File: config.mk
export PLATFORM = sky130hd
export DESIGN_NAME = pwm_fade_sequencer
export DESIGN_NICKNAME = d
export VERILOG_FILES = /design/src/rtl/pwm_fade_sequencer.sv
export SDC_FILE = /design/constraint.sdc
export NUM_CORES = 1
export LEC_CHECK = 0
export CORE_MARGIN = 4
export CORE_UTILIZATION = 49
export DETAILED_ROUTE_END_ITERATION = 10
export PLACE_DENSITY = 0.82
export SYNTH_ARGS = -nofsm -noshare
export SYNTH_HDL_FRONTEND = slang
export SYNTH_SLANG_ARGS = --single-unit
File: constraint.sdc
create_clock -name clk -period 5.2 [get_ports clk]
set_input_delay 1.3 -clock clk [delete_from_list [all_inputs] [get_ports clk]]
set_output_delay 1.3 -clock clk [all_outputs]
set_load 0.03 [all_outputs]
File: src/rtl/pwm_fade_sequencer.sv
// Fade sequencer: a bus slave holding TARGET/STEP/PERIOD that ramps a PWM
// threshold toward TARGET by issuing timed byte writes over a master port.
module pwm_fade_sequencer #(
  parameter logic [31:0] PWM_ADDR  = 32'h0000_0000,
  parameter int unsigned DIV_WIDTH = 16
) (
  input  logic        clk,
  input  logic        resetn,
  input  logic        valid,
  output logic        ready,
  input  logic [3:0]  wstrb,
  input  logic [31:0] addr,
  input  logic [31:0] wdata,
  output logic [31:0] rdata,
  output logic        m_valid,
  input  logic        m_ready,
  output logic [3:0]  m_wstrb,
  output logic [31:0] m_addr,
  output logic [31:0] m_wdata,
  output logic        busy
);

  localparam int unsigned DW = DIV_WIDTH;

  typedef enum logic [1:0] {ST_IDLE, ST_WRITE, ST_WAIT} state_t;

  state_t          state, state_d;
  logic [7:0]      target, step, current, current_d, step_nxt;
  logic [DW-1:0]   period, cnt, cnt_d, period_m1;
  logic            done, done_d, stop_pend, stop_pend_d;
  logic            busy_d, m_valid_d;
  logic            accept, wr, start_c, stop_c, ack_c;
  logic [2:0]      sel;
  logic [31:0]     wmask, rd_val;
  logic [7:0]      s_eff;
  logic [8:0]      sum9, diff9;
  logic            unused;

  assign accept  = valid & ~ready;
  assign wr      = accept & (wstrb != 4'b0000);
  assign sel     = addr[4:2];
  assign wmask   = {{8{wstrb[3]}}, {8{wstrb[2]}}, {8{wstrb[1]}}, {8{wstrb[0]}}};
  assign start_c = wr & (sel == 3'd0) & wstrb[0] & wdata[0];
  assign stop_c  = wr & (sel == 3'd0) & wstrb[0] & wdata[1];
  assign ack_c   = m_valid & m_ready;
  assign unused  = ^{addr[31:5], addr[1:0]};

  assign m_addr  = PWM_ADDR;
  assign m_wdata = {24'b0, current};

  // Register read mux
  always_comb begin
    rd_val = 32'b0;
    case (sel)
      3'd0:    rd_val = {22'b0, done, busy, 8'b0};
      3'd1:    rd_val = {24'b0, target};
      3'd2:    rd_val = {24'b0, step};
      3'd3:    rd_val = 32'(period);
      3'd4:    rd_val = {24'b0, current};
      default: rd_val = 32'b0;
    endcase
  end

  // Slave handshake and configuration registers
  always_ff @(posedge clk or negedge resetn) begin
    if (!resetn) begin
      ready  <= 1'b0;
      rdata  <= 32'b0;
      target <= 8'b0;
      step   <= 8'b0;
      period <= '0;
    end else begin
      ready <= accept;
      rdata <= accept ? rd_val : 32'b0;
      if (wr) begin
        case (sel)
          3'd1: if (wstrb[0]) target <= wdata[7:0];
          3'd2: if (wstrb[0]) step <= wdata[7:0];
          3'd3: period <= (period & ~wmask[DW-1:0]) | (wdata[DW-1:0] & wmask[DW-1:0]);
          default: ;
        endcase
      end
    end
  end

  // Next duty: clamp at TARGET using 9-bit arithmetic so neither direction wraps
  always_comb begin
    s_eff = (step == 8'd0) ? 8'd1 : step;
    sum9  = {1'b0, current} + {1'b0, s_eff};
    diff9 = {1'b0, current} - {1'b0, s_eff};
    if (current < target)
      step_nxt = (sum9 > {1'b0, target}) ? target : sum9[7:0];
    else if (current > target)
      step_nxt = (diff9[8] || (diff9[7:0] < target)) ? target : diff9[7:0];
    else
      step_nxt = current;
  end

  assign period_m1 = (period == '0) ? '0 : period - DW'(1);

  always_ff @(posedge clk or negedge resetn) begin
    if (!resetn) state <= ST_IDLE;
    else         state <= state_d;
  end

  always_comb begin
    state_d = state;
    case (state)
      ST_IDLE:  if (start_c) state_d = ST_WRITE;
      ST_WRITE: if (m_ready) begin
                  if (stop_c || stop_pend || (current == target)) state_d = ST_IDLE;
                  else                                          state_d = ST_WAIT;
                end
      ST_WAIT:  if (stop_c)           state_d = ST_IDLE;
                else if (cnt == '0)   state_d = ST_WRITE;
      default:  state_d = ST_IDLE;
    endcase
  end

  always_comb begin
    busy_d      = (state_d != ST_IDLE);
    m_valid_d   = (state_d == ST_WRITE);
    done_d      = done;
    current_d   = current;
    cnt_d       = cnt;
    stop_pend_d = 1'b0;
    case (state)
      ST_IDLE:  if (start_c) done_d = 1'b0;
      ST_WRITE: begin
        stop_pend_d = ~m_ready & (stop_pend | stop_c);
        if (m_ready) begin
          done_d = ~(stop_c | stop_pend) & (current == target);
          cnt_d  = period_m1;
        end
      end
      ST_WAIT: begin
        if (stop_c)            done_d = 1'b0;
        else if (cnt == '0)    current_d = step_nxt;
        else                   cnt_d = cnt - DW'(1);
      end
      default: ;
    endcase
  end

  // Registered FSM outputs and datapath
  always_ff @(posedge clk or negedge resetn) begin
    if (!resetn) begin
      busy      <= 1'b0;
      m_valid   <= 1'b0;
      m_wstrb   <= 4'b0;
      done      <= 1'b0;
      current   <= 8'b0;
      cnt       <= '0;
      stop_pend <= 1'b0;
    end else begin
      busy      <= busy_d;
      m_valid   <= m_valid_d;
      m_wstrb   <= m_valid_d ? 4'b0001 : 4'b0000;
      done      <= done_d;
      current   <= current_d;
      cnt       <= cnt_d;
      stop_pend <= stop_pend_d;
    end
  end

  logic unused_ack;
  assign unused_ack = ack_c;

endmodule
# Yosys cells after proc, flatten, opt, wreduce, memory -nomap -nowiden
# Cells that the tools add are included.
# Widths: inputs -> output; s select.
word_totals:
  inputBits: 72
  wordCells: 94
  register_bits: 96
  output_inout_bits: 103
op_classes:
  muxes: 24
  addsub: 4
  n_bitwise: 17
  magnitude_cmp: 4
  n_eq_ne: 13
  reduce_logical: 19
op_table:
  columns: ["op", "count"]
  rows:
  - ["$pmux 16 s5", 1]
  - ["$mux 16", 4]
  - ["$mux 8", 5]
  - ["$and 16x16->16", 2]
  - ["$logic_not 16->1", 2]
  - ["$mux 32", 1]
  - ["$pmux 16 s2", 1]
  - ["$sub 16x1->16 const B", 2]
  - ["$lt 8x8->1", 2]
  - ["$not 16->16", 1]
  - ["$or 16x16->16", 1]
  - ["$reduce_and 4->1", 3]
  - ["$mux 2", 5]
  - ["$ne 2x2->1 const B", 5]
  - ["$add 8x8->9", 1]
  - ["$gt 9x8->1", 1]
  - ["$sub 8x8->9", 1]
  - ["$and 1x1->1", 8]
  - ["$eq 8x8->1", 1]
  - ["$gt 8x8->1", 1]
  - ["$logic_not 8->1", 1]
  - ["$eq 3x2->1 const B", 2]
  - ["$pmux 2 s3", 1]
  - ["$reduce_and 3->1", 2]
  - ["other kinds (15)", 27]

# Longest topological paths before layout
# Gate-level depths: netlist (run 1).
logic_depth:
  depth_word: 13
  ltp_mapped: 17
  depth_no_buf: 16

# Worst setup path before layout (run 1)
# Ideal clock, no wire load.
synth_timing:
  kind: "flip-flop to flip-flop"
  startpoint: "reg current[5]"
  endpoint: "reg current[1]"
  path_stages_with_launch: 14
  slack_ps: 1243
  synth_period_minus_slack_ps: 3957
  path_buffers: 1
  required_time_ps: 5076
  t_arrival_ps: 3833
  setup_time_ps: 124
  path_cell_list: "dfrtp_1 -> ha_1 -> buf_2 -> nor3_1 -> a2111oi_0 -> a21oi_1 -> nand2b_1 -> ha_1 -> and3_1 -> or3b_2 -> o211a_1 -> nor2_1 -> mux2_2 -> a211o_1"
synth_between:
  elab_chain_len: 6
  word_cells_on_any_way: 13
  classes_between: "add/sub: 2; order compare: 4; mux: 4; reduce/logical: 3"
synth_rtl:
  columns: ["item", "line", "text"]
  rows:
  - ["start, declared", "28", "logic [7:0] target, step, current, current_d, step_nxt;"]
  - ["start signal, assigned", "160", "current <= current_d;"]
  - ["$sub 8x8->9", "90", "diff9 = {1'b0, current} - {1'b0, s_eff};"]
  - ["$lt 8x8->1", "94", "step_nxt = (diff9[8] || (diff9[7:0] < target)) ? target : diff9[7:0];"]
  - ["$logic_or 1x1->1", "94", null]
  - ["$mux 8", "94", null]
  - ["$mux 8", "93", "else if (current > target)"]
  - ["$mux 8", "91", "if (current < target)"]
# Parallel ways exist; a longest one is shown, timed or not. The select of a mux whose other input is x is not followed.
# A chain may end at the register's enable or synchronous reset.

# Final worst setup path (run 1)
layout_timing:
  startpoint: "reg step[3]"
  endpoint: "reg current[1]"
layout_between:
  elab_chain_len: 8
  word_cells_on_any_way: 11
  classes_between: "add/sub: 2; order compare: 2; mux: 5; reduce/logical: 2"
layout_rtl:
  columns: ["item", "line", "text"]
  rows:
  - ["start, declared", "28", null]
  - ["start signal, assigned", "78", "3'd2: if (wstrb[0]) step <= wdata[7:0];"]
  - ["$logic_not 8->1", "88", "s_eff = (step == 8'd0) ? 8'd1 : step;"]
  - ["$mux 8 (*)", "88", null]
  - ["$sub 8x8->9", "90", null]
  - ["$lt 8x8->1", "94", null]
  - ["$logic_or 1x1->1", "94", null]
  - ["$mux 8", "94", null]
  - ["$mux 8", "93", null]
  - ["$mux 8 (*)", "91", null]
# Every way passes the cells marked *; elsewhere a longest branch is shown, timed or not. The select of a mux whose other input is x is not followed.

==> results of run 1 <==
power by group through the flow:
stage               logic (W)  registers, W  clock network, W
floorplan             0.00155      0.000983                 0
global placement      0.00198      0.000988                 0
detailed placement    0.00204      0.000998                 0
CTS                   0.00206      0.000990          0.000640
global route          0.00230       0.00102          0.000671
finish                0.00210       0.00100          0.000639
critical path, stage by stage, from the launching register on:
cell and delay, ns:
sky130_fd_sc_hd__dfrtp_1 0.44, sky130_fd_sc_hd__nor4_2 0.46, sky130_fd_sc_hd__a41o_1 0.27, sky130_fd_sc_hd__ha_1 0.20
sky130_fd_sc_hd__nor3b_1 0.37, sky130_fd_sc_hd__nor3_1 0.17, sky130_fd_sc_hd__or4_1 0.41, sky130_fd_sc_hd__and3_1 0.21
sky130_fd_sc_hd__ha_1 0.27, sky130_fd_sc_hd__and3_1 0.18, sky130_fd_sc_hd__or3b_2 0.46, sky130_fd_sc_hd__o211a_1 0.20
sky130_fd_sc_hd__nor2_1 0.41, sky130_fd_sc_hd__mux2_2 0.39, sky130_fd_sc_hd__a211o_1 0.30
per-layer routing:
metal | wire (µm) | part of all wire, %
met5 | 0 | 0
met4 | 390 | 2.4
met3 | 1530 | 9.6
met2 | 7140 | 45
met1 | 6970 | 43
final timing paths:
kind	cells after the start	endpoint	from	slack, ns
hold reg to reg	1	cnt[14]	cnt[14]	0.53
hold / removal	1	cnt[14]	cnt[14]	0.53
setup / recovery	14	current[1]	step[3]	0.34
min in group asynchronous	1	cnt[11]	resetn	1.13
max in group asynchronous	1	target[2]	resetn	3.46
setup reg to reg	14	current[1]	step[3]	0.34
repair_timing:
action / CTS / global route
setup endpoints to repair: 0 / 3
buffers inserted: 0 / 0
hold endpoints to repair: 0 / 0
resized for setup: 0 / 1
final cells by class:
cell class              count  share of cell area [%]
multi-input cells         540                    53.6
flip-flops and latches     79                    29.2
repair buffers             55                    7.98
clock buffers               9                    3.32
well taps                 168                    3.10
inverters                  31                    1.72
clock inverters             7                    1.11
stage by stage:
step                      hold slack (ns)  util (%)  instance area [µm²]  power [W]
after global placement              0.500      53.4                 6470    0.00297
after global routing                0.558      56.0                 6780    0.00399
after CTS                           0.525      55.9                 6770    0.00369
after floorplan                     0.474         -                 6400    0.00253
after detailed placement            0.509      53.4                 6470    0.00304
final                               0.531      56.0                 6780    0.00374
cell families after synthesis:
family,count (synthesis),share of synthesized area [%]
buffers and inverters,131,13.1
AOI/OAI and AO/OA,201,21.8
xor gates and xnor gates,16,2.29
and+or+nand+nor,178,16.5
muxes,24,4.35
other,1,0.0612
adders and majority gates,46,9.64
DFF,79,32.3
placed cells by master (no fill, tap or decap), types with 12 or more instances in the layout:
master                             n
sky130_fd_sc_hd__inv_1            31
sky130_fd_sc_hd__xnor2_1          12
sky130_fd_sc_hd__a21oi_1          33
sky130_fd_sc_hd__a22oi_1          16
sky130_fd_sc_hd__nor2_1           25
sky130_fd_sc_hd__o21ai_0          57
sky130_fd_sc_hd__nor2b_1          12
sky130_fd_sc_hd__nand2_1          39
sky130_fd_sc_hd__dfrtp_1          79
sky130_fd_sc_hd__nor3_1           18
sky130_fd_sc_hd__conb_1           75
sky130_fd_sc_hd__ha_1             44
sky130_fd_sc_hd__clkdlybuf4s50_1  51
sky130_fd_sc_hd__mux2_2           21
==> flow_summary.html, run 1 <==
<table>
<tr><th>Metric</th><th>Value</th></tr>
<tr><th colspan="2">Synthesis</th></tr>
<tr><td>Cell type contributing the most total cell area after synthesis</td><td>sky130_fd_sc_hd__dfrtp_1</td></tr>
<tr><td>Largest cells by area after synthesis</td><td>sky130_fd_sc_hd__dfrtp_1 32%, sky130_fd_sc_hd__buf_4 9.3%, sky130_fd_sc_hd__ha_1 9.0%, sky130_fd_sc_hd__o21ai_0 4.7%, sky130_fd_sc_hd__mux2_2 3.9%</td></tr>
<tr><td>Sequential element share of the synthesized area</td><td>32.3%</td></tr>
<tr><td>Yosys warning count</td><td>0</td></tr>
<tr><td>Area of the mapped netlist</td><td>0.00612 mm²</td></tr>
<tr><td>Number of synthesized flops with an enable pin</td><td>0</td></tr>
<tr><td>Most common library cells after synthesis</td><td>79 x sky130_fd_sc_hd__dfrtp_1, 76 x sky130_fd_sc_hd__buf_4, 57 x sky130_fd_sc_hd__o21ai_0</td></tr>
<tr><td>Average cell area after synthesis</td><td>9.06 µm²</td></tr>
<tr><td>Post-synthesis cell count</td><td>676</td></tr>
<tr><td>Synth unique cells</td><td>75</td></tr>
<tr><td>Fraction of synthesis flops using an asynchronous set or reset pin</td><td>100%</td></tr>
<tr><td>Top FF cell, synth</td><td>sky130_fd_sc_hd__dfrtp_1</td></tr>
<tr><td>Top-count cell post-synth</td><td>sky130_fd_sc_hd__dfrtp_1</td></tr>
<tr><td>Synthesis-stage register bit count</td><td>79</td></tr>
<tr><td>Share of the synthesized area in the top cell type</td><td>32.3%</td></tr>
<tr><th colspan="2">Place</th></tr>
<tr><td>Setup slack at placement</td><td>0.400 ns</td></tr>
<tr><td>Input/output buffers</td><td>52</td></tr>
<tr><td>GP Congestion</td><td>1.02</td></tr>
<tr><td>Detailed Place HPWL</td><td>12,100 µm</td></tr>
<tr><td>Number of placed cells counting well taps</td><td>873</td></tr>
<tr><th colspan="2">Clock tree</th></tr>
<tr><td>Hold buffer count at CTS</td><td>0</td></tr>
<tr><td>Number of CTS-inserted buffers</td><td>9</td></tr>
<tr><td>CTS H-tree depth</td><td>3</td></tr>
<tr><td>Clock tree buffer depth</td><td>2</td></tr>
<tr><td>CTS Sinks</td><td>79</td></tr>
<tr><td>Clock tree from TritonCTS</td><td>done</td></tr>
<tr><td>CTS clk-pin slew, worst paths</td><td>0.07 ns</td></tr>
<tr><td>Latest clock arrival within the worst-skew pair</td><td>0.35 ns</td></tr>
<tr><td>CTS root buffer</td><td>sky130_fd_sc_hd__clkbuf_16</td></tr>
<tr><th colspan="2">Global routing</th></tr>
<tr><td>Met2 capacity usage during global routing</td><td>32.6%</td></tr>
<tr><td>Initial antenna violation count</td><td>0</td></tr>
<tr><td>Remaining global-route overflow</td><td>0</td></tr>
<tr><td>Maximum number of pins on one net before global-route repair</td><td>80</td></tr>
<tr><td>Via count of the first global-routing pass</td><td>4,921</td></tr>
<tr><td>Gr usage total</td><td>21.4%</td></tr>
<tr><td>Busiest grt layer</td><td>met2</td></tr>
<tr><td>Global routing met3 resource utilization</td><td>4.76%</td></tr>
<tr><td>Grt met1 use</td><td>30.2%</td></tr>
<tr><td>First-pass GRT wire length</td><td>25,000 µm</td></tr>
<tr><th colspan="2">Power</th></tr>
<tr><td>Comb pwr share</td><td>56.2%</td></tr>
<tr><td>Total internal power</td><td>0.00196 W</td></tr>
<tr><td>Largest voltage drop on the vdd net</td><td>0.307 mV</td></tr>
<tr><td>Clk network pwr share</td><td>17.1%</td></tr>
<tr><td>Cell leakage power</td><td>2.99 nW</td></tr>
<tr><td>Switching Power</td><td>0.00178 W</td></tr>
<tr><td>Share of total power consumed by net switching</td><td>47.7%</td></tr>
<tr><td>Sequential group share of total power</td><td>26.7%</td></tr>
<tr><td>Cell area power density</td><td>552 mW/mm²</td></tr>
<tr><th colspan="2">STA</th></tr>
<tr><td>Final hold violation count</td><td>0</td></tr>
<tr><td>Final worst slack</td><td>0.341 ns</td></tr>
<tr><td>Max-slew headroom at the worst pin</td><td>34.4%</td></tr>
<tr><td>RSZ-0062 raised after global routing</td><td>false</td></tr>
<tr><td>Setup violation total in the final timing report</td><td>0</td></tr>
<tr><td>Max Freq</td><td>206 MHz</td></tr>
<tr><td>Final clock skew</td><td>0.0110 ns</td></tr>
<tr><td>Worst Max-Slew Pin Slew</td><td>0.984 ns</td></tr>
<tr><td>Post-route minimum period</td><td>4.86 ns</td></tr>
<tr><td>Final clock period utilization by the worst path</td><td>93.4%</td></tr>
<tr><td>Setup TNS</td><td>0 ns</td></tr>
<tr><td>Final number of max-transition violations</td><td>0</td></tr>
<tr><th colspan="2">Floorplan</th></tr>
<tr><td>Top Ports</td><td>175</td></tr>
<tr><td>Core area</td><td>0.0121 mm²</td></tr>
<tr><td>Floorplan die height</td><td>120 µm</td></tr>
<tr><td>Die Footprint</td><td>0.0144 mm²</td></tr>
<tr><td>DIE WIDTH</td><td>120 µm</td></tr>
<tr><td>Total number of placement rows</td><td>40</td></tr>
<tr><td>Initial standard-cell utilization of the core</td><td>50.6%</td></tr>
<tr><th colspan="2">Layout</th></tr>
<tr><td>Fraction of layout cells with a size suffix above 1</td><td>7.63%</td></tr>
<tr><td>Count of inserted antenna diode cells</td><td>0</td></tr>
<tr><td>Multi-input combinational cell area</td><td>0.00363 mm²</td></tr>
<tr><td>Count of filler cells inserted in the layout</td><td>1,084</td></tr>
<tr><td>Final net count</td><td>834</td></tr>
<tr><td>FF/Latch Area</td><td>0.00198 mm²</td></tr>
<tr><td>Signed area change from the synthesized netlist to the final layout</td><td>10.6%</td></tr>
<tr><td>Post-route non-filler standard cell count</td><td>889</td></tr>
<tr><th colspan="2">Worst setup path</th></tr>
<tr><td>Startpoint types</td><td>flip-flop</td></tr>
<tr><td>Biggest fanout along the worst timing path</td><td>5</td></tr>
<tr><td>Required time at the endpoint of the critical path</td><td>5.43 ns</td></tr>
<tr><td>Crit end category</td><td>flip-flop</td></tr>
<tr><td>Path type of the worst setup path</td><td>flip-flop to flip-flop</td></tr>
<tr><td>Data arrival at the endpoint of the critical path</td><td>5.09 ns</td></tr>
<tr><th colspan="2">Detailed routing</th></tr>
<tr><td>Antenna-violating nets left</td><td>0</td></tr>
<tr><td>Number of search-and-repair iterations in the first detailed-routing pass</td><td>6</td></tr>
<tr><td>DR vias</td><td>5,255</td></tr>
<tr><td>Residual DRC count</td><td>0</td></tr>
<tr><td>Iter 0 DRT Violations</td><td>553</td></tr>
<tr><td>Via count normalized by instance count</td><td>5.91</td></tr>
<tr><td>DRT Wirelength</td><td>16,000 µm</td></tr>
<tr><td>Routed length per placed instance</td><td>18.0 µm</td></tr>
<tr><th colspan="2">Outcome</th></tr>
<tr><td>Status</td><td>finished clean</td></tr>
<tr><th colspan="2">Min path</th></tr>
<tr><td>Worst hold-check path type</td><td>flip-flop to flip-flop</td></tr>
<tr><th colspan="2">Job</th></tr>
<tr><td>Max-cap violations</td><td>0</td></tr>
</table>
Power figures use the tool's default switching activity.
==> inputs of run 2 (changes only) <==
- CAP_MARGIN: unset -> 20
- MAX_ROUTING_LAYER: unset -> met4
- SLEW_MARGIN: unset -> 20
==> run 2 against run 1 <==
Compared with the run above: worst hold slack worse by 0.013 ns; cell area increased by 0.78%; first-iteration DRC count decreased by 16%; largest cell class unchanged; critical path depth grew 2; die area unchanged.
==> flow_summary.html, run 2 (synthesis gave the netlist of run 1 again) <==
<table>
<tr><th>Metric</th><th>Value</th></tr>
<tr><th colspan="2">STA</th></tr>
<tr><td>RSZ-0062 raised after global routing</td><td>false (unchanged)</td></tr>
<tr><td>Max Freq</td><td>196 MHz (was 206 MHz)</td></tr>
<tr><td>Final number of max-transition violations</td><td>0 (unchanged)</td></tr>
<tr><td>Post-route minimum period</td><td>5.11 ns (was 4.86 ns)</td></tr>
<tr><td>Final hold violation count</td><td>0 (unchanged)</td></tr>
<tr><td>Setup TNS</td><td>0 ns (unchanged)</td></tr>
<tr><td>Final clock period utilization by the worst path</td><td>98.3% (was 93.4%)</td></tr>
<tr><td>Max-slew headroom at the worst pin</td><td>27.0% (was 34.4%)</td></tr>
<tr><td>Setup violation total in the final timing report</td><td>0 (unchanged)</td></tr>
<tr><td>Final worst slack</td><td>0.0901 ns (was 0.341 ns)</td></tr>
<tr><td>Worst Max-Slew Pin Slew</td><td>1.09 ns (was 0.984 ns)</td></tr>
<tr><td>Final clock skew</td><td>0.0119 ns (was 0.0110 ns)</td></tr>
<tr><th colspan="2">Detailed routing</th></tr>
<tr><td>Routed length per placed instance</td><td>18.2 µm (was 18.0 µm)</td></tr>
<tr><td>Residual DRC count</td><td>0 (unchanged)</td></tr>
<tr><td>Number of search-and-repair iterations in the first detailed-routing pass</td><td>5 (was 6)</td></tr>
<tr><td>Via count normalized by instance count</td><td>5.93 (was 5.91)</td></tr>
<tr><td>Antenna-violating nets left</td><td>0 (unchanged)</td></tr>
<tr><td>DRT Wirelength</td><td>16,200 µm (was 16,000 µm)</td></tr>
<tr><td>DR vias</td><td>5,280 (was 5,255)</td></tr>
<tr><td>Iter 0 DRT Violations</td><td>466 (was 553)</td></tr>
<tr><th colspan="2">Floorplan</th></tr>
<tr><td>DIE WIDTH</td><td>120 µm (unchanged)</td></tr>
<tr><td>Core area</td><td>0.0121 mm² (unchanged)</td></tr>
<tr><td>Top Ports</td><td>175 (unchanged)</td></tr>
<tr><td>Initial standard-cell utilization of the core</td><td>50.6% (unchanged)</td></tr>
<tr><td>Total number of placement rows</td><td>40 (unchanged)</td></tr>
<tr><td>Die Footprint</td><td>0.0144 mm² (unchanged)</td></tr>
<tr><td>Floorplan die height</td><td>120 µm (unchanged)</td></tr>
<tr><th colspan="2">Clock tree</th></tr>
<tr><td>CTS Sinks</td><td>79 (unchanged)</td></tr>
<tr><td>Clock tree from TritonCTS</td><td>done (unchanged)</td></tr>
<tr><td>Setup Buffers After CTS</td><td>0 (unchanged)</td></tr>
<tr><td>CTS H-tree depth</td><td>3 (unchanged)</td></tr>
<tr><td>Number of CTS-inserted buffers</td><td>9 (unchanged)</td></tr>
<tr><td>Latest clock arrival within the worst-skew pair</td><td>0.35 ns (about the same)</td></tr>
<tr><td>Cts repair resizes</td><td>0 (unchanged)</td></tr>
<tr><td>CTS root buffer</td><td>sky130_fd_sc_hd__clkbuf_16 (unchanged)</td></tr>
<tr><td>Clock tree buffer depth</td><td>2 (unchanged)</td></tr>
<tr><td>Hold buffer count at CTS</td><td>0 (unchanged)</td></tr>
<tr><td>CTS clk-pin slew, worst paths</td><td>0.06 ns (was 0.07 ns)</td></tr>
<tr><th colspan="2">Place</th></tr>
<tr><td>Detailed Place HPWL</td><td>12,300 µm (was 12,100 µm)</td></tr>
<tr><td>Setup slack at placement</td><td>0.341 ns (was 0.400 ns)</td></tr>
<tr><td>Input/output buffers</td><td>52 (unchanged)</td></tr>
<tr><td>GP Congestion</td><td>0.914 (was 1.02)</td></tr>
<tr><td>Number of placed cells counting well taps</td><td>873 (unchanged)</td></tr>
<tr><th colspan="2">Worst setup path</th></tr>
<tr><td>Depth of the worst register-to-register path</td><td>16 (was 14)</td></tr>
<tr><td>R2r setup slk</td><td>0.09 ns (was 0.34 ns)</td></tr>
<tr><td>Worst r2r dst</td><td>current[5] (was current[1])</td></tr>
<tr><td>Path type of the worst setup path</td><td>flip-flop to flip-flop (unchanged)</td></tr>
<tr><td>Worst reg2reg startpoint</td><td>step[4] (was step[3])</td></tr>
<tr><td>Crit end category</td><td>flip-flop (unchanged)</td></tr>
<tr><td>Timing startpoint of the critical path</td><td>step[4] (was step[3])</td></tr>
<tr><td>Required time at the endpoint of the critical path</td><td>5.48 ns (was 5.43 ns)</td></tr>
<tr><td>Data arrival at the endpoint of the critical path</td><td>5.39 ns (was 5.09 ns)</td></tr>
<tr><td>Biggest fanout along the worst timing path</td><td>11 (was 5)</td></tr>
<tr><td>Startpoint types</td><td>flip-flop (unchanged)</td></tr>
<tr><th colspan="2">Layout</th></tr>
<tr><td>Count of inserted antenna diode cells</td><td>0 (unchanged)</td></tr>
<tr><td>FF/Latch Area</td><td>0.00198 mm² (unchanged)</td></tr>
<tr><td>Count of filler cells inserted in the layout</td><td>1,050 (was 1,084)</td></tr>
<tr><td>Multi-input combinational cell area</td><td>0.00363 mm² (about the same)</td></tr>
<tr><td>Leading cell type in the layout, fill and taps excluded</td><td>sky130_fd_sc_hd__dfrtp_1 (unchanged)</td></tr>
<tr><td>Final net count</td><td>835 (was 834)</td></tr>
<tr><td>Commonest cells after routing, fill and taps aside</td><td>79 x sky130_fd_sc_hd__dfrtp_1, 75 x sky130_fd_sc_hd__conb_1, 57 x sky130_fd_sc_hd__o21ai_0 (unchanged)</td></tr>
<tr><td>Post-route non-filler standard cell count</td><td>890 (was 889)</td></tr>
<tr><td>Signed area change from the synthesized netlist to the final layout</td><td>11.5% (was 10.6%)</td></tr>
<tr><td>Fraction of layout cells with a size suffix above 1</td><td>7.62% (was 7.63%)</td></tr>
<tr><th colspan="2">Min path</th></tr>
<tr><td>Min-Delay Path Depth</td><td>1 (unchanged)</td></tr>
<tr><td>Worst hold-check path type</td><td>flip-flop to flip-flop (unchanged)</td></tr>
<tr><td>Hold path start</td><td>cnt[15] (was cnt[14])</td></tr>
<tr><td>Worst Hold End</td><td>cnt[15] (was cnt[14])</td></tr>
<tr><th colspan="2">Power</th></tr>
<tr><td>Cell leakage power</td><td>3.02 nW (was 2.99 nW)</td></tr>
<tr><td>Comb pwr share</td><td>55.2% (was 56.2%)</td></tr>
<tr><td>Clk network pwr share</td><td>18.6% (was 17.1%)</td></tr>
<tr><td>Cell area power density</td><td>560 mW/mm² (was 552 mW/mm²)</td></tr>
<tr><td>Largest voltage drop on the vdd net</td><td>0.217 mV (was 0.307 mV)</td></tr>
<tr><td>Switching Power</td><td>0.00177 W (was 0.00178 W)</td></tr>
<tr><td>Share of total power consumed by net switching</td><td>46.3% (was 47.7%)</td></tr>
<tr><td>Total internal power</td><td>0.00205 W (was 0.00196 W)</td></tr>
<tr><td>Sequential group share of total power</td><td>26.1% (was 26.7%)</td></tr>
<tr><th colspan="2">Global routing</th></tr>
<tr><td>Gr usage total</td><td>22.8% (was 21.4%)</td></tr>
<tr><td>Maximum number of pins on one net before global-route repair</td><td>80 (unchanged)</td></tr>
<tr><td>Via count of the first global-routing pass</td><td>4,869 (was 4,921)</td></tr>
<tr><td>First-pass GRT wire length</td><td>25,600 µm (was 25,000 µm)</td></tr>
<tr><td>Initial antenna violation count</td><td>0 (unchanged)</td></tr>
<tr><td>Remaining global-route overflow</td><td>0 (unchanged)</td></tr>
<tr><th colspan="2">Outcome</th></tr>
<tr><td>Status</td><td>finished clean (unchanged)</td></tr>
<tr><th colspan="2">Job</th></tr>
<tr><td>Max-cap violations</td><td>0 (unchanged)</td></tr>
</table>
-- run 2: power by group through the flow --
stage          Sequential, W  Clock [W]  Combinational (W)
2_1_floorplan       0.000983          0            0.00155
4_1_cts             0.000992   0.000720            0.00207
3_5_place_dp        0.000999          0            0.00206
5_1_grt              0.00102   0.000749            0.00231
6_report            0.000999   0.000713            0.00211
3_3_place_gp        0.000992          0            0.00200
-- run 2: final cells by class --
class	count	area share, %
Clock buffer	9	3.30
Timing Repair Buffer	56	8.32
Tap cell	168	3.08
Sequential cell	79	28.9
Clock inverter	7	1.56
Multi-Input combinational cell	540	53.1
Inverter	31	1.70
-- run 2: how the worst max path moves through the flow --
stage          slack [ns]    endpoint  cells after the start
2_1_floorplan        1.24  current[1]                     13
3_3_place_gp         0.41  current[1]                     16
3_5_place_dp         0.34  current[5]                     16
4_1_cts              0.31  current[5]                     16
5_1_grt             0.008  current[1]                     16
6_report             0.09  current[5]                     16
-- run 2: critical path: stages, from the launching register on --
cell	delay [ns]
sky130_fd_sc_hd__dfrtp_1	0.45
sky130_fd_sc_hd__nor4_1	0.50
sky130_fd_sc_hd__a41o_1	0.28
sky130_fd_sc_hd__ha_1	0.18
sky130_fd_sc_hd__inv_1	0.06
sky130_fd_sc_hd__fa_1	0.44
sky130_fd_sc_hd__a211oi_1	0.45
sky130_fd_sc_hd__o21bai_1	0.13
sky130_fd_sc_hd__a21oi_1	0.29
sky130_fd_sc_hd__xnor2_1	0.16
sky130_fd_sc_hd__ha_1	0.28
sky130_fd_sc_hd__a41o_1	0.25
sky130_fd_sc_hd__a21oi_1	0.23
sky130_fd_sc_hd__o31a_1	0.42
sky130_fd_sc_hd__o21ai_0	0.19
sky130_fd_sc_hd__a2111oi_0	0.56
sky130_fd_sc_hd__a211o_1	0.18
-- run 2: routing by layer --
metal / up-vias / GRT usage [%] / part of all wire, %
li1: 2414 / - / -
met1: 2521 / 32.8 / 45
met2: 309 / 32.9 / 44
met3: 36 / 4.29 / 9.3
met4: 0 / 6.66 / 2.2
met5: - / - / 0
-- run 2: per-stage QoR --
step / hold WS, ns / area, µm² / util (%) / power (W)
final: 0.518 / 6830 / 56.4 / 0.00383
after global placement: 0.501 / 6470 / 53.4 / 0.00300
after CTS: 0.517 / 6800 / 56.2 / 0.00378
after global routing: 0.548 / 6830 / 56.4 / 0.00408
after detailed placement: 0.498 / 6470 / 53.4 / 0.00306
after floorplan: 0.474 / 6400 / - / 0.00253
==> inputs of run 3 (changes only) <==
- SLEW_MARGIN: 20 -> unset
==> results of run 3 <==
No change in the layout: final DEF, timing and power equal those of run 2.
